### src/rtl/ahb_slave_req_mux.sv
// rtl/ahb_slave_req_mux.sv - A/B request arbiter, request buffer and write-data steer for one AHB-Lite slave port
// Optional feature macro: AHB_REQ_RR_EN (round-robin priority); undefined gives fixed priority, B over A.
module ahb_slave_req_mux #(
   parameter int ADDR_W = 32,
   parameter int DATA_W = 32
) (
   input  logic              clk,
   input  logic              rst_n,
   input  logic              HSEL_A,
   input  logic [ADDR_W-1:0] HADDR_A,
   input  logic [1:0]        HTRANS_A,
   input  logic              HWRITE_A,
   input  logic [2:0]        HSIZE_A,
   input  logic [DATA_W-1:0] HWDATA_A,
   input  logic              HSEL_B,
   input  logic [ADDR_W-1:0] HADDR_B,
   input  logic [1:0]        HTRANS_B,
   input  logic              HWRITE_B,
   input  logic [2:0]        HSIZE_B,
   input  logic [DATA_W-1:0] HWDATA_B,
   input  logic              HREADY_S,
   output logic              HSEL_S,
   output logic [ADDR_W-1:0] HADDR_S,
   output logic [1:0]        HTRANS_S,
   output logic              HWRITE_S,
   output logic [2:0]        HSIZE_S,
   output logic [DATA_W-1:0] HWDATA_S,
   output logic              arbiter_WR,
   output logic              req_wait_A,
   output logic              req_wait_B
);

   localparam logic [1:0] TR_IDLE   = 2'd0;
   localparam logic [1:0] TR_BUSY   = 2'd1;
   localparam logic [1:0] TR_NONSEQ = 2'd2;
   localparam logic [1:0] TR_SEQ    = 2'd3;

   typedef enum logic [1:0] {
      ST_IDLE   = 2'd0,
      ST_DATA_A = 2'd1,
      ST_DATA_B = 2'd2
   } state_t;

   state_t state;
   state_t state_next;

   // Buffered (losing or stalled) requests, one per master
   logic              pend_a;
   logic [ADDR_W-1:0] pend_addr_a;
   logic [1:0]        pend_trans_a;
   logic              pend_write_a;
   logic [2:0]        pend_size_a;
   logic              pend_b;
   logic [ADDR_W-1:0] pend_addr_b;
   logic [1:0]        pend_trans_b;
   logic              pend_write_b;
   logic [2:0]        pend_size_b;

   // Live request decode
   logic live_a;
   logic live_b;

   // Candidate per master: buffered request takes precedence over live inputs
   logic              cand_v_a;
   logic [ADDR_W-1:0] cand_addr_a;
   logic [1:0]        cand_trans_a;
   logic              cand_write_a;
   logic [2:0]        cand_size_a;
   logic              cand_v_b;
   logic [ADDR_W-1:0] cand_addr_b;
   logic [1:0]        cand_trans_b;
   logic              cand_write_b;
   logic [2:0]        cand_size_b;

   // Burst lock owner; survives a BUSY beat from the owner so the burst can resume
   logic lock_a;
   logic lock_b;
   logic hold_a;
   logic hold_b;

   // Arbitration
   logic en_a;
   logic en_b;
   logic sel_a;
   logic sel_b;
   logic grant_a;
   logic grant_b;
   logic prio_b;

   assign live_a = HSEL_A & HTRANS_A[1];
   assign live_b = HSEL_B & HTRANS_B[1];

   assign cand_v_a     = pend_a | live_a;
   assign cand_addr_a  = pend_a ? pend_addr_a  : HADDR_A;
   assign cand_trans_a = pend_a ? pend_trans_a : HTRANS_A;
   assign cand_write_a = pend_a ? pend_write_a : HWRITE_A;
   assign cand_size_a  = pend_a ? pend_size_a  : HSIZE_A;

   assign cand_v_b     = pend_b | live_b;
   assign cand_addr_b  = pend_b ? pend_addr_b  : HADDR_B;
   assign cand_trans_b = pend_b ? pend_trans_b : HTRANS_B;
   assign cand_write_b = pend_b ? pend_write_b : HWRITE_B;
   assign cand_size_b  = pend_b ? pend_size_b  : HSIZE_B;

   // A lock owner inserting a BUSY beat keeps the other master out
   assign hold_a = lock_a & ~pend_a & HSEL_A & (HTRANS_A == TR_BUSY);
   assign hold_b = lock_b & ~pend_b & HSEL_B & (HTRANS_B == TR_BUSY);

   // Nothing is presented to the slave while reset is asserted
   assign en_a = cand_v_a & ~hold_b & rst_n;
   assign en_b = cand_v_b & ~hold_a & rst_n;

   assign grant_a = sel_a & HREADY_S;
   assign grant_b = sel_b & HREADY_S;

   assign req_wait_A = pend_a;
   assign req_wait_B = pend_b;

`ifdef AHB_REQ_RR_EN
   logic prio_q;

   // Round-robin pointer: after a NONSEQ grant the other master gets priority
   always_ff @(posedge clk or negedge rst_n) begin
      if (!rst_n) begin
         prio_q <= 1'b1;
      end else if (grant_a && (cand_trans_a == TR_NONSEQ)) begin
         prio_q <= 1'b1;
      end else if (grant_b && (cand_trans_b == TR_NONSEQ)) begin
         prio_q <= 1'b0;
      end
   end

   assign prio_b = prio_q;
`else
   assign prio_b = 1'b1;
`endif

   // Winner selection: sole requester, else burst lock, else priority pointer
   always_comb begin
      sel_a = 1'b0;
      sel_b = 1'b0;
      if (en_a && en_b) begin
         if (lock_a && (cand_trans_a == TR_SEQ)) begin
            sel_a = 1'b1;
         end else if (lock_b && (cand_trans_b == TR_SEQ)) begin
            sel_b = 1'b1;
         end else if (prio_b) begin
            sel_b = 1'b1;
         end else begin
            sel_a = 1'b1;
         end
      end else begin
         sel_a = en_a;
         sel_b = en_b;
      end
   end

   // Address-phase outputs follow the selected candidate, zero when none
   always_comb begin
      HSEL_S   = 1'b0;
      HADDR_S  = '0;
      HTRANS_S = TR_IDLE;
      HWRITE_S = 1'b0;
      HSIZE_S  = 3'd0;
      if (sel_a) begin
         HSEL_S   = 1'b1;
         HADDR_S  = cand_addr_a;
         HTRANS_S = cand_trans_a;
         HWRITE_S = cand_write_a;
         HSIZE_S  = cand_size_a;
      end else if (sel_b) begin
         HSEL_S   = 1'b1;
         HADDR_S  = cand_addr_b;
         HTRANS_S = cand_trans_b;
         HWRITE_S = cand_write_b;
         HSIZE_S  = cand_size_b;
      end
   end

   // Master A buffer: capture an ungranted live request, release once granted
   always_ff @(posedge clk or negedge rst_n) begin
      if (!rst_n) begin
         pend_a       <= 1'b0;
         pend_addr_a  <= '0;
         pend_trans_a <= TR_IDLE;
         pend_write_a <= 1'b0;
         pend_size_a  <= 3'd0;
      end else if (pend_a) begin
         if (grant_a) begin
            pend_a <= 1'b0;
         end
      end else if (live_a && !grant_a) begin
         pend_a       <= 1'b1;
         pend_addr_a  <= HADDR_A;
         pend_trans_a <= HTRANS_A;
         pend_write_a <= HWRITE_A;
         pend_size_a  <= HSIZE_A;
      end
   end

   // Master B buffer: capture an ungranted live request, release once granted
   always_ff @(posedge clk or negedge rst_n) begin
      if (!rst_n) begin
         pend_b       <= 1'b0;
         pend_addr_b  <= '0;
         pend_trans_b <= TR_IDLE;
         pend_write_b <= 1'b0;
         pend_size_b  <= 3'd0;
      end else if (pend_b) begin
         if (grant_b) begin
            pend_b <= 1'b0;
         end
      end else if (live_b && !grant_b) begin
         pend_b       <= 1'b1;
         pend_addr_b  <= HADDR_B;
         pend_trans_b <= HTRANS_B;
         pend_write_b <= HWRITE_B;
         pend_size_b  <= HSIZE_B;
      end
   end

   // Lock owner tracks the last accepted winner; kept across the owner's BUSY beats
   always_ff @(posedge clk or negedge rst_n) begin
      if (!rst_n) begin
         lock_a <= 1'b0;
         lock_b <= 1'b0;
      end else if (HREADY_S) begin
         if (sel_a || sel_b) begin
            lock_a <= sel_a;
            lock_b <= sel_b;
         end else if (!(hold_a || hold_b)) begin
            lock_a <= 1'b0;
            lock_b <= 1'b0;
         end
      end
   end

   // Data-phase state register
   always_ff @(posedge clk or negedge rst_n) begin
      if (!rst_n) begin
         state <= ST_IDLE;
      end else begin
         state <= state_next;
      end
   end

   // Data-phase next state: accepted winner owns the next data phase, stall holds
   always_comb begin
      state_next = state;
      if (HREADY_S) begin
         if (sel_a) begin
            state_next = ST_DATA_A;
         end else if (sel_b) begin
            state_next = ST_DATA_B;
         end else begin
            state_next = ST_IDLE;
         end
      end
   end

   // Data-phase outputs: write-data steer and owner flag to the response mux
   always_comb begin
      arbiter_WR = 1'b0;
      HWDATA_S   = '0;
      case (state)
         ST_DATA_A: begin
            HWDATA_S = HWDATA_A;
         end
         ST_DATA_B: begin
            arbiter_WR = 1'b1;
            HWDATA_S   = HWDATA_B;
         end
         default: begin
            arbiter_WR = 1'b0;
            HWDATA_S   = '0;
         end
      endcase
   end

endmodule

### config.mk
export PLATFORM = sky130hd
export DESIGN_NAME = ahb_slave_req_mux
export DESIGN_NICKNAME = d
export VERILOG_FILES = /design/src/rtl/ahb_slave_req_mux.sv
export SDC_FILE = /design/constraint.sdc
export NUM_CORES = 1
export LEC_CHECK = 0
export BUFFER_PORTS_ARGS = -buffer_cell sky130_fd_sc_hd__buf_4
export CAP_MARGIN = 0
export CORE_ASPECT_RATIO = 1.1
export CORE_MARGIN = 5
export CORE_UTILIZATION = 44
export DETAILED_ROUTE_END_ITERATION = 10
export GPL_TIMING_DRIVEN = 0
export HOLD_SLACK_MARGIN = 0.12
export PLACE_DENSITY = 0.85
export SLEW_MARGIN = 15
export SYNTH_ARGS = -nofsm -noshare
export SYNTH_HDL_FRONTEND = slang
export SYNTH_SLANG_ARGS = --single-unit
### constraint.sdc
create_clock -name clk -period 1.85 [get_ports clk]
set_clock_uncertainty 0.1 [all_clocks]
set_input_delay 0 -clock clk [delete_from_list [all_inputs] [get_ports clk]]
set_output_delay 0 -clock clk [all_outputs]
set_load 0.005 [all_outputs]
==> Implementation_results.wiki <==
{| class="wikitable"
! Metric !! Value
|-
| Root Driver || clkbuf_16
|-
| Level count of the clock H-tree || 3
|-
| RSZ-0062 raised after global routing || true
|-
| DRC violation total after the first TritonRoute iteration || slightly below 400
|-
| Unique cell type count in the Yosys netlist || 36
|-
| Switching part of the total power || 33.9%
|-
| Number of nets in the synthesized netlist || 560
|-
| Sequential cell area || between 2000 and 2500 sq um
|-
| Pin count of the biggest net entering global routing || just under 90
|-
| Gate power share || between 40 and 50%
|-
| Internal Power || ~5600 uW
|-
| Sum of negative setup slack || -35.96 ns
|-
| Clock period minus worst slack || roughly 2.3 ns
|-
| Total iterations of the first detailed-routing run || 5
|-
| DP HPWL || between 10000 and 15000 um
|-
| Syn Inst Count || approximately 410
|-
| Clock transition at the register clock pins on the worst setup and hold paths after CTS || around 0.07 ns
|-
| CTS Buffer Depth || 2
|-
| Clock power frac || about a fifth
|-
| Final weighted congestion of routability-driven global placement || between 0.8 and 0.9
|-
| Aggregate global routing overflow || 0
|-
| Worst hold path class || input port to async pin
|-
| Number of endpoints failing setup at the final stage || roughly 120
|-
| Crit-path max FO || 8
|-
| Vias/cell || approximately 5.6
|-
| Clock insertion delay at the later pin of the skew report || roughly 0.34 ns
|-
| Hold buffers post-CTS || 79
|-
| Synth Area per Inst || 12.2 sq um
|-
| Net switching power || between 2000 and 3000 uW
|-
| Number of nets in the layout || 902
|-
| Kind of critical path || flop to primary output
|-
| Netlist area before placement || slightly above 5000 sq um
|-
| Std-Cell Rows || 41
|-
| CP Data Arrival Time || 2.24 ns
|-
| Crit path cell chain || nand4b_1, buf_4, nor2_4, a211o_1, buf_12, clkbuf_16, o22ai_4, buf_6
|-
| Timing-limited maximum frequency || 428 MHz
|-
| Power density over the cells || between 900 and 1000 nW/um^2
|-
| Die Outline Area || 13700 sq um
|-
| Final worst-path setup slack || -0.488 ns
|-
| Area of the placeable core || about 11000 sq um
|-
| Global-route usage over all layers || 28.3%
|-
| Worst slack on hold paths || -0.409 ns
|-
| Violated checks || negative hold slack, negative setup slack
|-
| Top-level port count || 219
|-
| Via count of the first global-routing pass || about 5500
|-
| TritonCTS clock tree || done
|-
| Slew Limit Headroom || between 50% and 60%
|-
| Maximum cell stage delay along the critical path || 0.46 ns
|-
| Final antenna-violating net count || 0
|-
| Period utilization || 126%
|-
| Maximum vdd drop || about 0.64 mV
|-
| Post-synthesis sequential area ratio || between 40% and 50%
|-
| Max-capacitance violation count || 0
|-
| Antenna violations before repair || 0
|-
| Final non-filler cell total || 910
|-
| Fillers || roughly 610
|-
| Routed length per instance || ~23 um
|-
| Height of the die || roughly 120 um
|-
| Status || finished, violations left
|-
| Leakage power || around 0.0044 uW
|-
| Number of warning messages in the yosys log || 0
|-
| Final-report hold violation count || slightly above 80
|-
| Area grow syn2layout || 80.1%
|-
| Diodes inserted || 0
|-
| Slew at the pin closest to its max-slew limit || roughly 0.72 ns
|-
| Post-route DRC violation count || 0
|-
| Initial Util || 44.4%
|-
| Share of total power in sequential cells || roughly a third
|-
| Data required time at the worst endpoint || 1.75 ns
|-
| Vias || 5136
|-
| Pre-CTS setup slack || -0.723 ns
|-
| Multi-input combinational cell area || 3170 sq um
|-
| Clk sink count || around 80
|-
| Startpoint class of the critical path || flop
|-
| Cell count after placement || 781
|-
| TritonCTS buffer count || 9
|-
| Share of cells above drive strength 1 || a little under three fifths
|-
| Total of flip-flops plus latches after synthesis || between 80 and 90
|-
| Final Max Tran Viols || 0
|-
| Port Buffer Count || approximately 220
|-
| Wire length of the first global-routing pass || between 30000 and 40000 um
|-
| Slowest CP cell || dfrtp_2
|-
| Endpoint class of the critical path || primary output
|-
| Detailed-route wire length || 20800 um
|-
| Width of the die || 112 um
|}
==> state kept, by name, summed over array words and instances (netlist names), 2 cells and up <==
name and cells:
pend_addr_a 32, pend_addr_b 32, pend_size_a 3, pend_size_b 3, pend_trans_a 2, pend_trans_b 2
state 2
==> worst max-delay path, delay by kind of cell, from the launching register on <==
| kind | cells | cell delay (ns) |
|---|---|---|
| and+or+nand+nor | 2 | 0.43 |
| AOI/OAI and AO/OA | 2 | 0.31 |
| buffers and inverters | 4 | 0.70 |
| DFF | 1 | 0.46 |
==> per-stage QoR <==
| stage | area, sq um | power [uW] | util [%] |
|---|---|---|---|
| floorplan | 5060 | 4490 | - |
| global placement | 6880 | 5430 | 60.7 |
| detailed placement | 6880 | 5580 | 60.7 |
| CTS | 8800 | 7970 | 77.6 |
| global route | 9060 | 8830 | 79.9 |
| finish | 9060 | 8490 | 79.9 |
==> cells by family (layout without fill, tap and decap cells) <==
family	after synthesis	in the layout	share of synthesized area (%)
mux	150	150	34.5
compound gates	88	88	14.9
flops	82	82	40.8
simple gates	52	52	4.77
buf+inv	39	386	4.57
fa+ha+maj	2	2	0.497
==> Yosys cell counts <==
| master | n | share of area, % |
|---|---|---|
| nand4_1 | 1 | 0.12 |
| mux2_4 | 38 | 11 |
| and4bb_1 | 1 | 0.25 |
| a22oi_1 | 32 | 4.8 |
| a21oi_2 | 3 | 0.52 |
| buf_4 | 4 | 0.60 |
| o311ai_2 | 1 | 0.32 |
| clkbuf_1 | 15 | 1.1 |
| nand2_1 | 5 | 0.37 |
| a21oi_1 | 4 | 0.40 |
| nor2_2 | 1 | 0.12 |
| buf_1 | 1 | 0.074 |
| nand2b_1 | 1 | 0.12 |
| nand4b_1 | 2 | 0.35 |
| buf_6 | 8 | 1.8 |
| nand3b_1 | 1 | 0.15 |
| ha_1 | 2 | 0.50 |
| and2_1 | 1 | 0.12 |
| a31oi_1 | 1 | 0.12 |
| o21a_1 | 1 | 0.15 |
| nor2b_1 | 1 | 0.12 |
| inv_1 | 4 | 0.30 |
| o22ai_1 | 18 | 2.2 |
| mux2i_1 | 76 | 15 |
| a211o_1 | 1 | 0.17 |
| or2_2 | 3 | 0.37 |
| nor2_1 | 33 | 2.5 |
| dfrtp_1 | 82 | 41 |
| o2111ai_1 | 1 | 0.17 |
| o21ai_0 | 1 | 0.099 |
| buf_2 | 7 | 0.70 |
| mux2_2 | 36 | 8.1 |
| o22ai_2 | 20 | 5.0 |
| a32o_1 | 4 | 0.80 |
| nand3_1 | 2 | 0.20 |
| a21o_1 | 1 | 0.15 |
==> cells in the final DEF, fill, tap and decap left out, types with 12 or more instances in the layout <==
cell,netlist,routed
buf_4,4,222
dfrtp_1,82,80
dlygate4sd3_1,0,79
mux2i_1,76,76
mux2_4,38,66
a22oi_1,32,32
nor2_1,33,32
o22ai_2,20,23
buf_6,8,22
buf_12,0,15
o22ai_4,0,14
clkbuf_16,0,12
==> layer usage <==
layer | part of all wire (%) | global-route usage, % | routed length (um) | vias up
met4 | 3.6 | 11.7 | 750 | 0
met3 | 5.0 | 5.17 | 1040 | 61
met5 | 0 | 0 | 0 | -
li1 | - | - | - | 2245
met2 | 53 | 52.1 | 11100 | 222
met1 | 38 | 32.4 | 7910 | 2608
==> repair_timing <==
action	4_1_cts	5_1_grt
gates resized for setup	104	72
buffers inserted	27	8
endpoints found under the setup margin	144	146
endpoints found under the hold margin	162	82
pin swaps	33	6
gates cloned	7	3
==> final timing paths <==
path	depth (start not counted)	start	slack (ns)	to
min	1	rst_n	-0.41	pend_addr_a[23]$_DFFE_PN0P_
min reg2reg	1	pend_trans_b[1]$_DFFE_PN0P_	0.41	pend_trans_b[1]$_DFFE_PN0P_
min in group clk	4	HTRANS_B[1]	0.14	state[1]$_DFFE_PN0P_
max	8	req_wait_A$_DFF_PN0_	-0.49	HADDR_S[17]
max in group asynchronous	1	rst_n	1.49	req_wait_A$_DFF_PN0_
max reg2reg	8	req_wait_A$_DFF_PN0_	-0.39	pend_addr_b[18]$_DFFE_PN0P_
==> power groups by stage <==
stage	logic, uW	registers (uW)	clock network, uW
2_1_floorplan	1860	2630	0
3_3_place_gp	2750	2680	0
3_5_place_dp	2850	2740	0
4_1_cts	3500	2720	1750
5_1_grt	4100	2840	1880
6_report	3890	2810	1790
==> final cells by class <==
type / count / share of cell area [%]
Tap cell: 150 / 2.07
Timing Repair Buffer: 338 / 33.9
Sequential cell: 82 / 22.7
Multi-Input combinational cell: 292 / 34.9
Buffer: 28 / 3.12
Clock buffer: 9 / 2.48
Clock inverter: 7 / 0.635
Inverter: 4 / 0.166
(Power assumes the default switching activity.)
